`src/rtl/rob_ctrl_pkg.sv`:
```
// Shared constants and types for the reorder-buffer pointer controller.
// A ROB id is {wrap bit, row index}.
package rob_ctrl_pkg;

  localparam int ROW_NUM  = 128;
  localparam int BANK_NUM = 4;
  localparam int RW       = $clog2(ROW_NUM);
  localparam int ID_W     = RW + 1;
  localparam int BANK_W   = $clog2(BANK_NUM);

  typedef enum logic {
    ST_RUN   = 1'b0,
    ST_FLUSH = 1'b1
  } state_e;

  typedef logic [ID_W-1:0] rob_id_t;

endpackage

```
`src/rtl/rob_ctrl_if.sv`:
```
// Dispatch / head-row / commit bundle between the ROB controller and its neighbours.
// The controller is the slave; dispatch, storage and the redirect source are the master.
interface rob_ctrl_if;
  import rob_ctrl_pkg::*;

  logic                alloc_req;
  logic [BANK_NUM-1:0] alloc_mask;
  logic                alloc_gnt;
  rob_id_t             alloc_id;

  logic [RW-1:0]       head_row;
  logic [BANK_NUM-1:0] head_vmask;
  logic [BANK_NUM-1:0] head_rdymask;
  logic [BANK_NUM-1:0] head_excmask;

  logic                redirect_req;
  rob_id_t             redirect_id;

  logic                commit_valid;
  logic [BANK_NUM-1:0] commit_mask;
  logic [RW-1:0]       commit_row;
  logic                exc_valid;
  logic [BANK_W-1:0]   exc_bank;
  logic [RW-1:0]       exc_row;
  logic                flush;
  logic                empty;
  logic                full;
  logic [RW:0]         occupancy;

  modport master (
    output alloc_req, alloc_mask, head_vmask, head_rdymask, head_excmask,
           redirect_req, redirect_id,
    input  alloc_gnt, alloc_id, head_row, commit_valid, commit_mask, commit_row,
           exc_valid, exc_bank, exc_row, flush, empty, full, occupancy
  );

  modport slave (
    input  alloc_req, alloc_mask, head_vmask, head_rdymask, head_excmask,
           redirect_req, redirect_id,
    output alloc_gnt, alloc_id, head_row, commit_valid, commit_mask, commit_row,
           exc_valid, exc_bank, exc_row, flush, empty, full, occupancy
  );

endinterface

```
`src/rtl/rob_commit_sel.sv`:
```
// Head-row commit decision: finds the oldest excepting bank and decides whether
// the row (or the part of it below the exception) can retire this cycle.
module rob_commit_sel
  import rob_ctrl_pkg::*;
#(
  parameter int NB = BANK_NUM
) (
  input  logic [NB-1:0]         vmask_i,
  input  logic [NB-1:0]         rdy_i,
  input  logic [NB-1:0]         exc_i,
  output logic                  exc_o,
  output logic [$clog2(NB)-1:0] bank_o,
  output logic                  take_o,
  output logic [NB-1:0]         mask_o
);

  logic [NB-1:0] hit;
  logic [NB-1:0] low;
  logic [NB-1:0] below;
  logic [NB-1:0] upto;

  // With no exception low is zero, so below/upto become all-ones and the
  // same equations reduce to "every valid bank ready, commit all valid banks".
  assign hit   = vmask_i & exc_i;
  assign low   = hit & (~hit + NB'(1));
  assign below = low - NB'(1);
  assign upto  = below | low;

  assign exc_o  = |hit;
  assign take_o = ~|(vmask_i & ~rdy_i & upto);
  assign mask_o = vmask_i & below;

  always_comb begin
    bank_o = '0;
    for (int i = NB - 1; i >= 0; i--) begin
      if (hit[i]) bank_o = ($clog2(NB))'(i);
    end
  end

endmodule

```
`src/rtl/rob_ctrl.sv`:
```
// ROB head/tail pointer controller: allocation, in-order commit, exception flush
// and branch-redirect tail truncation.
module rob_ctrl #(
  parameter int ROW_NUM  = rob_ctrl_pkg::ROW_NUM,
  parameter int BANK_NUM = rob_ctrl_pkg::BANK_NUM,
  parameter int ID_W     = rob_ctrl_pkg::ID_W
) (
  input  logic      clk,
  input  logic      rst,
  rob_ctrl_if.slave bus
);
  import rob_ctrl_pkg::*;

  localparam int IDX_W = $clog2(ROW_NUM);
  localparam int BW    = $clog2(BANK_NUM);

  state_e              state_q, state_d;
  logic [ID_W-1:0]     head_q, head_d, tail_q, tail_d;
  logic                commit_valid_q, exc_valid_q;
  logic [BANK_NUM-1:0] commit_mask_q;
  logic [IDX_W-1:0]    commit_row_q, exc_row_q;
  logic [BW-1:0]       exc_bank_q;

  logic                sel_exc, sel_take;
  logic [BW-1:0]       sel_bank;
  logic [BANK_NUM-1:0] sel_mask;

  logic [ID_W-1:0]     occ, redir_off;
  logic                run, empty_w, full_w, flush_w;
  logic                commit_take, exc_take, alloc_gnt_w, redir_ok;

  rob_commit_sel #(.NB(BANK_NUM)) u_sel (
    .vmask_i (bus.head_vmask),
    .rdy_i   (bus.head_rdymask),
    .exc_i   (bus.head_excmask),
    .exc_o   (sel_exc),
    .bank_o  (sel_bank),
    .take_o  (sel_take),
    .mask_o  (sel_mask)
  );

  assign occ     = tail_q - head_q;
  assign empty_w = (head_q == tail_q);
  assign full_w  = (head_q[IDX_W-1:0] == tail_q[IDX_W-1:0]) && (head_q[IDX_W] != tail_q[IDX_W]);
  assign run     = (state_q == ST_RUN);

  assign commit_take = run & ~empty_w & sel_take;
  assign exc_take    = commit_take & sel_exc;
  // Full is judged on registered pointers only; a same-cycle commit does not free a slot.
  assign alloc_gnt_w = bus.alloc_req & (|bus.alloc_mask) & ~full_w & run
                     & ~bus.redirect_req & ~exc_take;
  assign redir_off   = bus.redirect_id - head_q;
  assign redir_ok    = bus.redirect_req & run & ~exc_take & (redir_off < occ);

  always_ff @(posedge clk) begin
    if (!rst) state_q <= ST_RUN;
    else      state_q <= state_d;
  end

  always_comb begin
    state_d = state_q;
    case (state_q)
      ST_RUN:   if (exc_take) state_d = ST_FLUSH;
      ST_FLUSH: state_d = ST_RUN;
      default:  state_d = ST_RUN;
    endcase
  end

  always_comb begin
    flush_w = (state_q == ST_FLUSH);
  end

  always_comb begin
    head_d = head_q;
    tail_d = tail_q;
    if (state_q == ST_FLUSH) begin
      head_d = '0;
      tail_d = '0;
    end else begin
      if (commit_take) head_d = head_q + ID_W'(1);
      if (redir_ok)         tail_d = bus.redirect_id + ID_W'(1);
      else if (alloc_gnt_w) tail_d = tail_q + ID_W'(1);
    end
  end

  always_ff @(posedge clk) begin
    if (!rst) begin
      head_q         <= '0;
      tail_q         <= '0;
      commit_valid_q <= 1'b0;
      commit_mask_q  <= '0;
      commit_row_q   <= '0;
      exc_valid_q    <= 1'b0;
      exc_bank_q     <= '0;
      exc_row_q      <= '0;
    end else begin
      head_q         <= head_d;
      tail_q         <= tail_d;
      commit_valid_q <= commit_take;
      commit_mask_q  <= commit_take ? sel_mask : '0;
      exc_valid_q    <= exc_take;
      if (commit_take) commit_row_q <= head_q[IDX_W-1:0];
      if (exc_take) begin
        exc_bank_q <= sel_bank;
        exc_row_q  <= head_q[IDX_W-1:0];
      end
    end
  end

  assign bus.alloc_gnt    = alloc_gnt_w;
  assign bus.alloc_id     = tail_q;
  assign bus.head_row     = head_q[IDX_W-1:0];
  assign bus.commit_valid = commit_valid_q;
  assign bus.commit_mask  = commit_mask_q;
  assign bus.commit_row   = commit_row_q;
  assign bus.exc_valid    = exc_valid_q;
  assign bus.exc_bank     = exc_bank_q;
  assign bus.exc_row      = exc_row_q;
  assign bus.flush        = flush_w;
  assign bus.empty        = empty_w;
  assign bus.full         = full_w;
  assign bus.occupancy    = occ;

endmodule

```
`src/flat_wrapper.sv`:
```
// flat-port wrapper written by rule: the top's interface ports become plain ports
module rob_ctrl_flat import rob_ctrl_pkg::*;
#(
  parameter int ROW_NUM  = rob_ctrl_pkg::ROW_NUM,
  parameter int BANK_NUM = rob_ctrl_pkg::BANK_NUM,
  parameter int ID_W     = rob_ctrl_pkg::ID_W
)
  (clk, rst, bus_alloc_req, bus_alloc_mask, bus_head_vmask, bus_head_rdymask, bus_head_excmask, bus_redirect_req, bus_redirect_id, bus_alloc_gnt, bus_alloc_id, bus_head_row, bus_commit_valid, bus_commit_mask, bus_commit_row, bus_exc_valid, bus_exc_bank, bus_exc_row, bus_flush, bus_empty, bus_full, bus_occupancy);
  rob_ctrl_if bus_i ();
  input  logic clk;
  input  logic rst;
  input wire logic [$bits(bus_i.alloc_req)-1:0] bus_alloc_req;
  input wire logic [$bits(bus_i.alloc_mask)-1:0] bus_alloc_mask;
  input wire logic [$bits(bus_i.head_vmask)-1:0] bus_head_vmask;
  input wire logic [$bits(bus_i.head_rdymask)-1:0] bus_head_rdymask;
  input wire logic [$bits(bus_i.head_excmask)-1:0] bus_head_excmask;
  input wire logic [$bits(bus_i.redirect_req)-1:0] bus_redirect_req;
  input wire logic [$bits(bus_i.redirect_id)-1:0] bus_redirect_id;
  output wire logic [$bits(bus_i.alloc_gnt)-1:0] bus_alloc_gnt;
  output wire logic [$bits(bus_i.alloc_id)-1:0] bus_alloc_id;
  output wire logic [$bits(bus_i.head_row)-1:0] bus_head_row;
  output wire logic [$bits(bus_i.commit_valid)-1:0] bus_commit_valid;
  output wire logic [$bits(bus_i.commit_mask)-1:0] bus_commit_mask;
  output wire logic [$bits(bus_i.commit_row)-1:0] bus_commit_row;
  output wire logic [$bits(bus_i.exc_valid)-1:0] bus_exc_valid;
  output wire logic [$bits(bus_i.exc_bank)-1:0] bus_exc_bank;
  output wire logic [$bits(bus_i.exc_row)-1:0] bus_exc_row;
  output wire logic [$bits(bus_i.flush)-1:0] bus_flush;
  output wire logic [$bits(bus_i.empty)-1:0] bus_empty;
  output wire logic [$bits(bus_i.full)-1:0] bus_full;
  output wire logic [$bits(bus_i.occupancy)-1:0] bus_occupancy;
  assign bus_i.alloc_req = bus_alloc_req;
  assign bus_i.alloc_mask = bus_alloc_mask;
  assign bus_i.head_vmask = bus_head_vmask;
  assign bus_i.head_rdymask = bus_head_rdymask;
  assign bus_i.head_excmask = bus_head_excmask;
  assign bus_i.redirect_req = bus_redirect_req;
  assign bus_i.redirect_id = bus_redirect_id;
  assign bus_alloc_gnt = bus_i.alloc_gnt;
  assign bus_alloc_id = bus_i.alloc_id;
  assign bus_head_row = bus_i.head_row;
  assign bus_commit_valid = bus_i.commit_valid;
  assign bus_commit_mask = bus_i.commit_mask;
  assign bus_commit_row = bus_i.commit_row;
  assign bus_exc_valid = bus_i.exc_valid;
  assign bus_exc_bank = bus_i.exc_bank;
  assign bus_exc_row = bus_i.exc_row;
  assign bus_flush = bus_i.flush;
  assign bus_empty = bus_i.empty;
  assign bus_full = bus_i.full;
  assign bus_occupancy = bus_i.occupancy;
  rob_ctrl #(.ROW_NUM(ROW_NUM), .BANK_NUM(BANK_NUM), .ID_W(ID_W)) u_core (.clk(clk), .rst(rst), .bus(bus_i));
endmodule
```
`config.mk`:
```
export PLATFORM = sky130hd
export DESIGN_NAME = rob_ctrl_flat
export DESIGN_NICKNAME = d
export VERILOG_FILES = /design/src/rtl/rob_ctrl_pkg.sv /design/src/rtl/rob_ctrl_if.sv /design/src/rtl/rob_commit_sel.sv /design/src/rtl/rob_ctrl.sv /design/src/flat_wrapper.sv
export SDC_FILE = /design/constraint.sdc
export NUM_CORES = 1
export LEC_CHECK = 0
export BUFFER_PORTS_ARGS = -buffer_cell sky130_fd_sc_hd__buf_2
export CAP_MARGIN = 15
export CORE_ASPECT_RATIO = 1.2
export CORE_MARGIN = 8
export CORE_UTILIZATION = 40
export CTS_BUF_LIST = sky130_fd_sc_hd__clkbuf_16
export DETAILED_ROUTE_END_ITERATION = 8
export SETUP_SLACK_MARGIN = 0.4
export SLEW_MARGIN = 20
export SYNTH_ARGS = -nofsm -noshare
export SYNTH_HDL_FRONTEND = slang
export SYNTH_SLANG_ARGS = --single-unit
```
`constraint.sdc`:
```
create_clock -name clk -period 5.9 [get_ports clk]
set_input_delay 0.885 -clock clk [delete_from_list [all_inputs] [get_ports clk]]
set_output_delay 0.885 -clock clk [all_outputs]
set_load 0.01 [all_outputs]
```
* Yosys cells after proc, flatten, opt, wreduce, memory -nomap -nowiden
Cells that the tools add are included.
** Word-level totals
- Register bits after elaboration :: 39
- Bits of input ports :: 28
- Word-level logic and storage cells :: 61
- Output and inout bits :: 49
** Cells by class
- Add/sub/neg operators :: 7
- Muxes and demuxes :: 8
- Bitwise operators :: 25
- Eq/ne operators :: 3
- Reductions and logical operators :: 8
- Order comparisons :: 1
** Operators with widths (count)
- adder 8 x 1 -> 8 bit (second input constant) :: 3
- AND 4 bit :: 5
- 2-to-1 mux 8 bit :: 2
- subtractor 8 bit :: 2
- OR reduction 4 bit :: 3
- AND 1 bit :: 11
- equality test 8 bit :: 1
- less-than comparator 8 bit :: 1
- 2-to-1 mux 2 bit :: 4
- NOT 4 bit :: 2
- equality test 7 bit :: 1
- NOT 1 bit :: 6
- adder 4 x 1 -> 4 bit (second input constant) :: 1
- bitwise OR 4 bit :: 1
- subtractor 4 x 1 -> 4 bit (second input constant) :: 1
- case mux 1 bit (2 select lines) :: 1
- AND reduction 2 bit :: 1
- nonzero test 2 bit :: 1
- OR reduction 2 bit :: 1
- logical AND 1 bit :: 1
- logical NOT 1 bit :: 1
- 2-to-1 mux 1 bit :: 1
- inequality test 1 bit :: 1

* Depth between registers and ports, before layout
Gate-level depths: netlist of run 1.
- Word-level depth :: 15
- Gate-level depth with buffers :: 23
- Depth with buffers taken out :: 22

* By module
From an unflattened synthesis of run 1, not the netlist that was laid out.
** Unflattened totals
- Cells, all modules :: 333
- Area total of the unflattened synthesis :: 2782.7 µm²
** Modules (own cells, without submodules)
- rob_ctrl :: cells each 309, instances 1, seq. area each 780.7 µm², area an instance 2615.0 µm²
- rob_commit_sel :: cells each 24, instances 1, seq. area each 0.0 µm², area an instance 167.7 µm²

* Least setup slack after synthesis of run 1
No wires, ideal clock.
- Path kind :: input to register
- From :: input port bus_redirect_id[0]
- To :: register u_core.tail_q[4], in the netlist u_core.bus.alloc_id[4]
- Arrival time :: 4.682 ns
- Path buffers :: 1
- Stages :: 22
- Slack :: 1.086 ns
- Library setup time :: 0.132 ns
- Required time :: 5.768 ns
- Cells stage by stage :: inv_1 -> ha_1 -> fa_1 -> inv_1 -> a21o_1 -> a21oi_1 -> o21bai_1 -> a21oi_1 -> xnor2_1 -> ha_1 -> a21o_1 -> a221oi_1 -> o21ai_0 -> a211o_1 -> clkbuf_1 -> o21ai_0 -> ha_1 -> nand3_1 -> or4_1 -> a21oi_1 -> xnor2_1 -> a21oi_1
** On the way
- Longest elaborated chain between the ends :: 4
- Elaborated cells on any way between the ends :: 6
- Those cells by class :: add/sub: 2; order compare: 1; mux: 1; bitwise: 1; reduce/logical: 1
** RTL lines
- start: declaration :: RTL line flat_wrapper.sv:18 : input wire logic [$bits(bus_i.redirect_id)-1:0] bus_redirect_id;
- subtractor 8 bit :: RTL line rob_ctrl.sv:52 : assign redir_off = bus.redirect_id - head_q;
- less-than comparator 8 bit :: RTL line rob_ctrl.sv:53 : assign redir_ok = bus.redirect_req & run & ~exc_take & (redir_off < occ);
- AND 1 bit :: RTL line rob_ctrl.sv:53
- 2-to-1 mux 8 bit / nonzero test 2 bit (equally long branches)
- end signal: assignment :: RTL line rob_ctrl.sv:98 : tail_q <= tail_d;
- end: declaration :: RTL line rob_ctrl.sv:18 : logic [ID_W-1:0] head_q, head_d, tail_q, tail_d;
Several ways; a longest one is shown, not always the timed one.
A chain may end at the register's enable or synchronous reset.

* Worst setup path in the final report of run 1
Ends and elaborated chain as after synthesis.

==> key figures, run 1 <==
STA
  • Final hold viol count: 0
  • Final period demand of the worst path: 4.989 ns
  • RSZ-0062 raised after global routing: false
  • Slew Limit Fails: 0
  • Setup TNS: 0 ns
  • Period utilization: 84.56%
  • Setup-failing EPs final: 0
  • Worst Skew: 0.004148 ns
  • F_max: 0.2004 GHz
  • Relative slew slack: 64.46%
  • Tightest Pin Transition: 0.5275 ns

Critical path
  • Crit path arrival time: 5.14 ns
  • Kind of critical path: in2reg
  • Worst EP required: 6.05 ns
  • Worst Setup End Kind: register
  • CP max FO: 15
  • CP Launch Type: input pin

Power and ir drop
  • Sw Pwr: 0.7557 mW
  • Worst VDD drop: 0.0002547 V
  • Power Internal: 0.9504 mW
  • Overall Power: 1.706 mW
  • Sequential Power Share: 21.4%
  • Pleak: 1.485 nW
  • Comb power frac: 60.8%
  • PD cells: 525.1 mW/mm^2
  • Clock power share: 17.8%
  • Switching part of the total: 44.29%

Clocking
  • Root Driver: clkbuf_16
  • Setup bufs post-CTS: 0
  • CTS sink cnt: 39
  • Htree depth: 2
  • Worst-case clock buffer depth: 2
  • Cts repair resizes: 0
  • # hold bufs at CTS: 0
  • CTS tree: built
  • CTS Buf Count: 5
  • Clock latency reported for the late side of the worst-skew pair: 0.28 ns
  • Clock transition at path regs: 0.06 ns

Cells and area
  • Finished Layout Cells: 471
  • Multi-input gate area: 0.001699 sq mm
  • Nets: 439
  • Fraction of layout instances using a drive strength above 1: 24.09%
  • # fillers: 629
  • Area added between synthesis and finish: 21.70%
  • Register area: 782.0 sq um
  • Fin area: 0.003249 sq mm
  • Antenna diodes: 0

Synthesis
  • Synth unique cells: 45
  • Mapped cell area: 0.002670 sq mm
  • Sequential share of the synthesized area: 29.24%
  • Ys flop type: dfxtp_1
  • Synthesis Warnings: 0
  • Syn Inst Count: 316
  • Syn avg cell area: 8.450 sq um
  • Post-synth EDFFs: 0
  • Async SR Flop Fraction: 0%
  • Syn Nets: 370
  • FF+latch count, synth: 39

Routing
  • Initial DRC Count: 131
  • Wire length per cell: 15.65 um
  • DR vias: 2437
  • Post-route DRC: 0
  • Drt via density: 5.174
  • Post-Route WL: 7369 um
  • TritonRoute pass-1 iters: 4
  • Antenna-violating nets left: 0

Global route
  • Antenna violations before repair: 0
  • Largest net degree at the start of global routing: 26
  • Total GRT Usage: 15.03%
  • Vias in the first global route: 2489
  • Grt total ovfl: 0
  • First-pass GRT wire length: 11900 um

Min path
  • Worst min-delay path class: reg2reg

Place
  • GPL Wtd Cong: 0.8863
  • Placed wire-length estimate: 5967 um
  • Port-buffer cells: 76
  • # placed instances: 463
  • Cell Area, Placed: 0.003079 sq mm

Floorplan
  • Starting Density: 41.42%
  • Row cnt: 32
  • Die area: 0.009557 sq mm
  • Core area: 0.006446 sq mm
  • Die height: 105.5 um
  • Die X: 90.59 um
  • I/O pin total: 77

Outcome
  • Status: finished clean

Job
  • Max_cap viols: 0
logic make-up after synthesis:
kind of cell    Yosys count  synth area share (%)
compound gates           70                 17.20
mux                       9                 3.374
xor+xnor                 33                 10.82
fa+ha+maj                26                 12.75
simple gates             97                 19.49
buf+inv                  42                 7.123
flops                    39                 29.24
power by group through the flow:
| stage | combinational, mW | sequential [mW] | clock (mW) |
|---|---|---|---|
| 2_1_floorplan | 0.726 | 0.370 | 0 |
| 3_3_place_gp | 1.03 | 0.370 | 0 |
| 3_5_place_dp | 1.05 | 0.371 | 0 |
| 4_1_cts | 1.05 | 0.365 | 0.309 |
| 5_1_grt | 1.16 | 0.373 | 0.323 |
| 6_report | 1.04 | 0.366 | 0.303 |
worst paths after layout:
path	from	endpoint	slack (ns)	cells past startpoint
setup / recovery	bus_redirect_id[0]	u_core.bus.alloc_id[4]	0.91	22
hold / removal	u_core.bus.exc_bank[0]	u_core.bus.exc_bank[0]	0.46	2
setup reg to reg	u_core.head_q[0]	u_core.bus.alloc_id[4]	0.95	20
hold reg to reg	u_core.bus.exc_bank[0]	u_core.bus.exc_bank[0]	0.46	2
cells in the final DEF, fill, tap and decap left out, types with 3 or more instances in the layout:
cell type / instances
a211oi_1: 3
nand4_1: 3
a21o_1: 6
xor2_1: 7
nor3_1: 4
nand2b_1: 3
a21oi_1: 22
a21boi_0: 8
or4_1: 3
nor2_1: 8
and2_1: 3
dfxtp_1: 38
nor2b_1: 11
o31ai_1: 4
ha_1: 24
clkbuf_16: 5
inv_1: 26
nand2_1: 32
o21ai_0: 10
mux2i_1: 9
nand3_1: 11
or2_2: 4
and3_1: 7
xnor2_1: 26
buf_2: 76
worst max-delay path, stage by stage:
cell	delay, ns
buf_2	0.11
inv_1	0.08
ha_1	0.19
fa_1	0.22
inv_1	0.05
a21o_1	0.17
a21oi_1	0.21
o21bai_1	0.09
a21oi_1	0.17
xnor2_1	0.14
ha_1	0.26
a21o_1	0.18
a221oi_1	0.27
o21ai_0	0.26
a211o_1	0.46
o21ai_0	0.25
ha_1	0.28
nand3_1	0.09
or4_1	0.40
a21oi_1	0.17
xnor2_1	0.14
a21oi_1	0.07
Yosys cell counts, drive strengths merged (3+ instances only):
cell type | instances | share of area, %
nand4 | 4 | 1.2
dfxtp | 39 | 29
clkbuf | 6 | 0.84
nor3 | 4 | 0.75
nand3 | 11 | 2.1
o21ai | 10 | 1.9
xnor2 | 26 | 8.5
and2 | 3 | 0.70
nor2b | 11 | 2.6
xor2 | 7 | 2.3
nand2 | 32 | 4.5
or2 | 4 | 0.94
ha | 24 | 11
buf | 10 | 2.6
and3 | 7 | 1.6
a21o | 6 | 1.7
nand2b | 3 | 0.70
a211oi | 3 | 0.84
nor2 | 8 | 1.1
mux2i | 9 | 3.4
a21oi | 22 | 4.1
inv | 26 | 3.7
o31ai | 4 | 1.1
or4 | 3 | 0.84
a21boi | 8 | 2.2
stage by stage:
stage,setup slack (ns),hold WS [ns],util (%)
finish,0.9110,0.4567,50.41
floorplan,1.086,0.4852,-
global route,0.5266,0.4877,50.41
CTS,0.8390,0.4603,50.39
detailed placement,0.6753,0.4519,47.77
global placement,0.8074,0.4482,47.77
routing by layer:
layer  vias to the layer above  wire (um)  GRT usage, %
met5                         -          0             0
met4                         0        194         6.317
met3                        15        417         3.052
met2                        76       3521         26.05
met1                      1111       3235         17.55
li1                       1235          -             -
cell type report:
cell class                 count  share of cell area (%)
clock buffer                   5                   3.851
multi-input combinational    235                   52.29
tap                           85                   3.273
timing repair buffer          78                   12.17
sequential                    39                   24.07
inverter                      26                   3.003
clock inverter                 3                   1.348
sequential cells by signal, indices dropped and copies added, names as in the netlist:
register / count
u_core.bus.exc_valid: 1
u_core.bus.exc_bank: 2
u_core.bus.exc_row: 7
u_core.head_q: 8
u_core.bus.commit_mask: 4
u_core.bus.flush: 1
u_core.bus.commit_row: 7
u_core.bus.alloc_id: 8
u_core.bus.commit_valid: 1
(Power assumes the default switching activity.)
==> run 2, diff against run 1 <==
==> constraint.sdc (replaced) <==
create_clock -name clk -period 5.2 [get_ports clk]
set_input_delay 0.78 -clock clk [delete_from_list [all_inputs] [get_ports clk]]
set_output_delay 0.78 -clock clk [all_outputs]
set_load 0.01 [all_outputs]
==> run 2 against run 1 <==
Effect of this change: final cell count rose by 1.5%; clock skew barely moved; critical path type unchanged; cell area rose by 2.9%; non-clock buffer count rose by 7; sequential share of layout area fell by 0.68 points; critical endpoint unchanged; sequential cell count did not move; worst setup slack got worse by 0.24 ns.
==> key figures, run 2 (synthesis results as in run 1) <==
Floorplan
  • Die height: 105.5 um (unchanged)
  • Core area: 0.006446 sq mm (unchanged)
  • Die X: 90.59 um (unchanged)
  • Starting Density: 41.42% (unchanged)
  • Die area: 0.009557 sq mm (unchanged)
  • Row cnt: 32 (unchanged)
  • I/O pin total: 77 (unchanged)

Global route
  • Met3 Usage GRT: 3.478% (+0.43 points)
  • Antenna violations before repair: 0 (unchanged)
  • Grt total ovfl: 0 (unchanged)
  • Largest net degree at the start of global routing: 25 (-3.8%)
  • First-pass GRT wire length: 12200 um (+2.6%)
  • Met2 Track Usage GR: 26.36% (+0.31 points)
  • Vias in the first global route: 2501 (+0.48%)
  • Most Crowded Layer GR: met2
  • M1 GR Usage: 18.00% (+0.45 points)
  • Total GRT Usage: 15.35% (+0.32 points)

Place
  • Placed wire-length estimate: 5886 um (-1.4%)
  • # placed instances: 466 (+0.65%)
  • Port-buffer cells: 76 (unchanged)
  • GPL Wtd Cong: 0.8655 (-2.3%)

Routing
  • Wire length per cell: 15.32 um (-2.1%)
  • Drt via density: 5.146 (-0.53%)
  • Initial DRC Count: 74 (-44%)
  • TritonRoute pass-1 iters: 4 (unchanged)
  • Post-route DRC: 0 (unchanged)
  • Post-Route WL: 7324 um (-0.61%)
  • DR vias: 2460 (+0.94%)
  • Antenna-violating nets left: 0 (unchanged)

Power and ir drop
  • PD cells: 620.6 mW/mm^2 (+18%)
  • Worst VDD drop: 0.0002645 V (+3.8%)
  • Pleak: 1.523 nW (+2.5%)

Clocking
  • Clock transition at path regs: 0.06 ns (about the same)
  • CTS sink cnt: 39 (unchanged)
  • Worst-case clock buffer depth: 2 (unchanged)
  • Htree depth: 2 (unchanged)
  • Root Driver: clkbuf_16
  • Clock latency reported for the late side of the worst-skew pair: 0.28 ns (about the same)
  • CTS Buf Count: 5 (unchanged)
  • CTS tree: built
  • # hold bufs at CTS: 0 (unchanged)

STA
  • Worst Skew: 0.004356 ns (+0.0002076 ns)
  • Final period demand of the worst path: 4.526 ns
  • Period utilization: 87.04%
  • RSZ-0062 raised after global routing: false
  • Final hold viol count: 0 (unchanged)
  • Tightest Pin Transition: 0.5400 ns (+0.01249 ns)
  • F_max: 0.2209 GHz
  • Relative slew slack: 63.07% (-1.4 points)
  • Setup-failing EPs final: 0 (unchanged)
  • Worst hold margin: 0.4615 ns (+0.004870 ns)
  • Setup TNS: 0 ns (unchanged)
  • Slew Limit Fails: 0 (unchanged)

Cells and area
  • Fraction of layout instances using a drive strength above 1: 26.72% (+2.6 points)
  • Finished Layout Cells: 478 (+1.5%)
  • Antenna diodes: 0 (unchanged)
  • Nets: 446 (+1.6%)
  • Most common cell after layout, fill and taps aside: buf_2
  • # fillers: 633 (+0.64%)
  • Most frequent cells in the layout: 76 x buf_2, 38 x dfxtp_1, 32 x nand2_1
  • Area added between synthesis and finish: 25.21%
  • Register area: 782.0 sq um (unchanged)
  • Multi-input gate area: 0.001717 sq mm (+1.0%)

Critical path
  • CP max FO: 8 (-7)
  • Worst EP required: 5.37 ns (-0.68 ns)
  • Worst Setup End Kind: register
  • Kind of critical path: in2reg
  • CP Launch Type: input pin
  • Crit path arrival time: 4.69 ns (-0.45 ns)

Outcome
  • Status: finished clean

Min path
  • Worst min-delay path class: reg2reg

Job
  • Max_cap viols: 0 (unchanged)
[run 2: cell count changes in the layout (fill, tap and decap cells not counted), sizes merged]
cell,change
buf,+7
bufinv,+1
clkinv,-2
clkinvlp,+1
[run 2: power by group]
part / internal [mW] / switching (mW)
combinational: 0.573 / 0.699
sequential: 0.347 / 0.0592
clock: 0.275 / 0.122
total: 1.19 / 0.880
[run 2: worst max-delay path, cell delays in order]
cell      delay [ns]
buf_2           0.10
inv_1           0.06
ha_1            0.21
fa_1            0.40
inv_1           0.07
a21o_1          0.13
a21oi_2         0.07
o21bai_1        0.14
a21oi_1         0.10
xnor2_1         0.13
ha_1            0.28
a21o_1          0.18
a221oi_1        0.27
o21ai_1         0.13
a211o_1         0.39
o21ai_1         0.18
ha_2            0.24
nand3_1         0.08
or4_1           0.42
a21oi_2         0.13
xnor2_1         0.12
a21oi_1         0.08
[run 2: cell type report]
| cell class | count | area share, % |
|---|---|---|
| multi-input cells | 235 | 51.35 |
| flip-flops and latches | 39 | 23.39 |
| repair buffers | 85 | 13.40 |
| clock buffers | 5 | 3.743 |
| well taps | 85 | 3.181 |
| inverters | 26 | 2.919 |
| clock inverters | 3 | 2.021 |
[run 2: stage by stage]
| step | power [mW] | cell area [sq um] | setup slack [ns] | util, % |
|---|---|---|---|---|
| after detailed placement | 1.632 | 3102 | 0.2514 | 48.12 |
| after CTS | 2.038 | 3294 | 0.4954 | 51.11 |
| after floorplan | 1.244 | 2670 | 0.4911 | - |
| after global routing | 2.248 | 3343 | 0.3844 | 51.86 |
| final | 2.075 | 3343 | 0.6738 | 51.86 |
| after global placement | 1.617 | 3102 | 0.4208 | 48.12 |
[run 2: path summary, 6_finish.rpt]
| kind | start | endpoint | slack (ns) | depth (start not counted) |
|---|---|---|---|---|
| worst max-delay path | bus_redirect_id[0] | u_core.bus.alloc_id[4] | 0.67 | 22 |
| worst min-delay path | u_core.bus.exc_bank[0] | u_core.bus.exc_bank[0] | 0.46 | 2 |
| worst max register to register | u_core.bus.alloc_id[0] | u_core.bus.alloc_id[4] | 0.68 | 21 |
| worst min register to register | u_core.bus.exc_bank[0] | u_core.bus.exc_bank[0] | 0.46 | 2 |
[run 2: what timing repair did]
action | CTS | global route
buffers inserted | 0 | 4
endpoints found under the setup margin | 0 | 3
endpoints found under the hold margin | 0 | 0
gates resized for setup | 0 | 9
[run 2: metal layers]
| layer | wire length [um] | part of all wire, % | vias up |
|---|---|---|---|
| li1 | - | - | 1245 |
| met1 | 3182 | 43 | 1135 |
| met2 | 3577 | 49 | 70 |
| met3 | 410 | 5.6 | 10 |
| met4 | 154 | 2.1 | 0 |
| met5 | 0 | 0 | - |
==> run 3, diff against run 2 <==
--- a/config.mk
+++ b/config.mk
@@ -7,7 +7,7 @@
 export LEC_CHECK = 0
 export BUFFER_PORTS_ARGS = -buffer_cell sky130_fd_sc_hd__buf_2
 export CAP_MARGIN = 15
-export CORE_ASPECT_RATIO = 1.2
+export CORE_ASPECT_RATIO = 1.75
 export CORE_MARGIN = 8
 export CORE_UTILIZATION = 40
 export CTS_BUF_LIST = sky130_fd_sc_hd__clkbuf_16
==> run 3 against run 2 <==
Effect of this change: sequential power decreased by 1%; final cell count shrank 1.0%; clock-buffer cell count stayed put; sequential share of layout area is 0.50 points higher; combinational power barely moved; fmax shrank 1.1%.
==> key figures, run 3 (synthesis results as in run 1) <==
Routing
  • TritonRoute pass-1 iters: 4 (unchanged)
  • Post-route DRC: 0 (unchanged)
  • Post-Route WL: 7837 um (+7.0%)
  • DR vias: 2494 (+1.4%)
  • Antenna-violating nets left: 0 (unchanged)
  • Drt via density: 5.273 (+2.5%)
  • Initial DRC Count: 69 (-6.8%)
  • Wire length per cell: 16.57 um (+8.1%)

Place
  • GPL Wtd Cong: 0.8634 (-0.24%)
  • Port-buffer cells: 76 (unchanged)
  • Placed wire-length estimate: 6417 um (+9.0%)

Clocking
  • Htree depth: 2 (unchanged)
  • Root Driver: clkbuf_16
  • Worst-case clock buffer depth: 2 (unchanged)
  • CTS sink cnt: 39 (unchanged)
  • # hold bufs at CTS: 0 (unchanged)
  • Clock transition at path regs: 0.06 ns (about the same)
  • CTS Buf Count: 5 (unchanged)
  • CTS tree: built
  • Clock latency reported for the late side of the worst-skew pair: 0.29 ns (about the same)

Critical path
  • R2r endpoint: u_core.bus.alloc_id[4]
  • R2R cell count: 21 (unchanged)
  • Worst EP required: 5.38 ns (about the same)
  • CP max FO: 6 (-2)
  • Kind of critical path: reg2reg
  • Start of the worst register-to-register path: u_core.bus.alloc_id[0]
  • CP Launch Type: register
  • Worst Setup End Kind: register
  • FF-to-FF setup slack: 0.62 ns (-0.06 ns)
  • Crit path arrival time: 4.75 ns (+0.06 ns)

Floorplan
  • Die X: 77.76 um (-14%)
  • Core area: 0.006490 sq mm (+0.68%)
  • Row cnt: 39 (+22%)
  • Die area: 0.009648 sq mm (+0.96%)
  • Starting Density: 41.14% (-0.28 points)
  • Die height: 124.1 um (+18%)
  • I/O pin total: 77 (unchanged)

STA
  • Tightest Pin Transition: 0.5360 ns (-0.004001 ns)
  • RSZ-0062 raised after global routing: false
  • Worst Skew: 0.006197 ns (+0.001841 ns)
  • Setup-failing EPs final: 0 (unchanged)
  • F_max: 0.2186 GHz (-1.1%)
  • Relative slew slack: 63.99% (+0.92 points)
  • Period utilization: 87.99% (+0.95 points)
  • Worst hold margin: 0.4593 ns (-0.002230 ns)
  • Slew Limit Fails: 0 (unchanged)
  • Final hold viol count: 0 (unchanged)
  • Setup TNS: 0 ns (unchanged)
  • Final period demand of the worst path: 4.576 ns (+0.04931 ns)

Cells and area
  • Nets: 444 (-0.45%)
  • Most common cell after layout, fill and taps aside: buf_2
  • Area added between synthesis and finish: 22.59%
  • Antenna diodes: 0 (unchanged)
  • Most frequent cells in the layout: 76 x buf_2, 38 x dfxtp_1, 32 x nand2_1
  • Fraction of layout instances using a drive strength above 1: 26.09% (-0.63 points)

Power and ir drop
  • PD cells: 603.4 mW/mm^2 (-2.8%)
  • Pleak: 1.502 nW (-1.4%)
  • Worst VDD drop: 0.0003064 V (+16%)
  • Overall Power: 1.975 mW (-4.8%)

Min path
  • Hold path cells: 2 (unchanged)
  • Hold Path End: u_core.bus.exc_row[6]
  • Hold Startpoint: u_core.bus.exc_row[6]
  • Worst min-delay path class: reg2reg

Job
  • Max_cap viols: 0 (unchanged)

Outcome
  • Status: finished clean

Global route
  • Total GRT Usage: 16.12% (+0.77 points)
  • Antenna violations before repair: 0 (unchanged)
  • Vias in the first global route: 2549 (+1.9%)
  • First-pass GRT wire length: 12340 um (+1.1%)
  • Largest net degree at the start of global routing: 25 (unchanged)
  • Grt total ovfl: 0 (unchanged)
## run 3: timing repair
| action | in CTS | in global routing |
|---|---|---|
| gates resized for setup | 0 | 10 |
| setup endpoints to repair | 0 | 3 |
| buffers inserted | 0 | 2 |
## run 3: cell type report
cell class | count | area, sq um
sequential | 39 | 782.0
inverter | 26 | 97.59
tap | 82 | 102.6
clock buffer | 5 | 125.1
clock inverter | 3 | 12.51
fill | 658 | 3217
timing repair buffer | 83 | 432.9
multi-input combinational | 235 | 1720
## run 3: how the worst max path moves through the flow
| stage | startpoint | to | slack, ns | depth (start not counted) |
|---|---|---|---|---|
| 2_1_floorplan | bus_redirect_id[0] | u_core.bus.alloc_id[4] | 0.49 | 22 |
| 3_3_place_gp | bus_redirect_id[0] | u_core.bus.alloc_id[4] | 0.44 | 22 |
| 3_5_place_dp | bus_redirect_id[0] | u_core.bus.alloc_id[4] | 0.29 | 22 |
| 4_1_cts | u_core.head_q[2] | u_core.bus.alloc_id[4] | 0.43 | 19 |
| 5_1_grt | u_core.bus.alloc_id[0] | u_core.bus.alloc_id[4] | 0.34 | 21 |
| 6_report | u_core.bus.alloc_id[0] | u_core.bus.alloc_id[4] | 0.62 | 21 |
## run 3: report_power, final
group	internal, mW	switching, mW
combinational	0.561	0.719
sequential	0.347	0.0555
clock	0.173	0.119
total	1.08	0.894
## run 3: through the flow
stage,instances,utilization [%],instance area [sq um],setup slack [ns]
6_report,473,50.43,3273,0.6245
4_1_cts,471,49.86,3236,0.4324
2_1_floorplan,316,-,2670,0.4911
5_1_grt,473,50.43,3273,0.3370
3_5_place_dp,463,47.73,3098,0.2912
3_3_place_gp,463,47.73,3098,0.4419
## run 3: routing by layer
layer	part of all wire (%)	global-route usage [%]	up-vias
met5	0	0	-
met4	2.8	8.076	0
met3	5.3	4.335	12
met2	56	31.39	59
met1	36	14.87	1176
li1	-	-	1247
## run 3: critical path, cell delays in order (launching register included)
cell and delay [ns]:
dfxtp_1 0.36, inv_1 0.07, ha_1 0.14, inv_1 0.06
fa_1 0.41, a21o_1 0.22, a21oi_2 0.19, o21bai_1 0.09
a21oi_1 0.17, xor2_1 0.26, ha_1 0.30, a21o_1 0.18
a221oi_1 0.27, o21ai_1 0.14, a211o_1 0.37, o21ai_2 0.15
ha_2 0.24, nand3_1 0.09, or4_1 0.43, a21oi_2 0.13
xnor2_1 0.13, a21oi_1 0.08
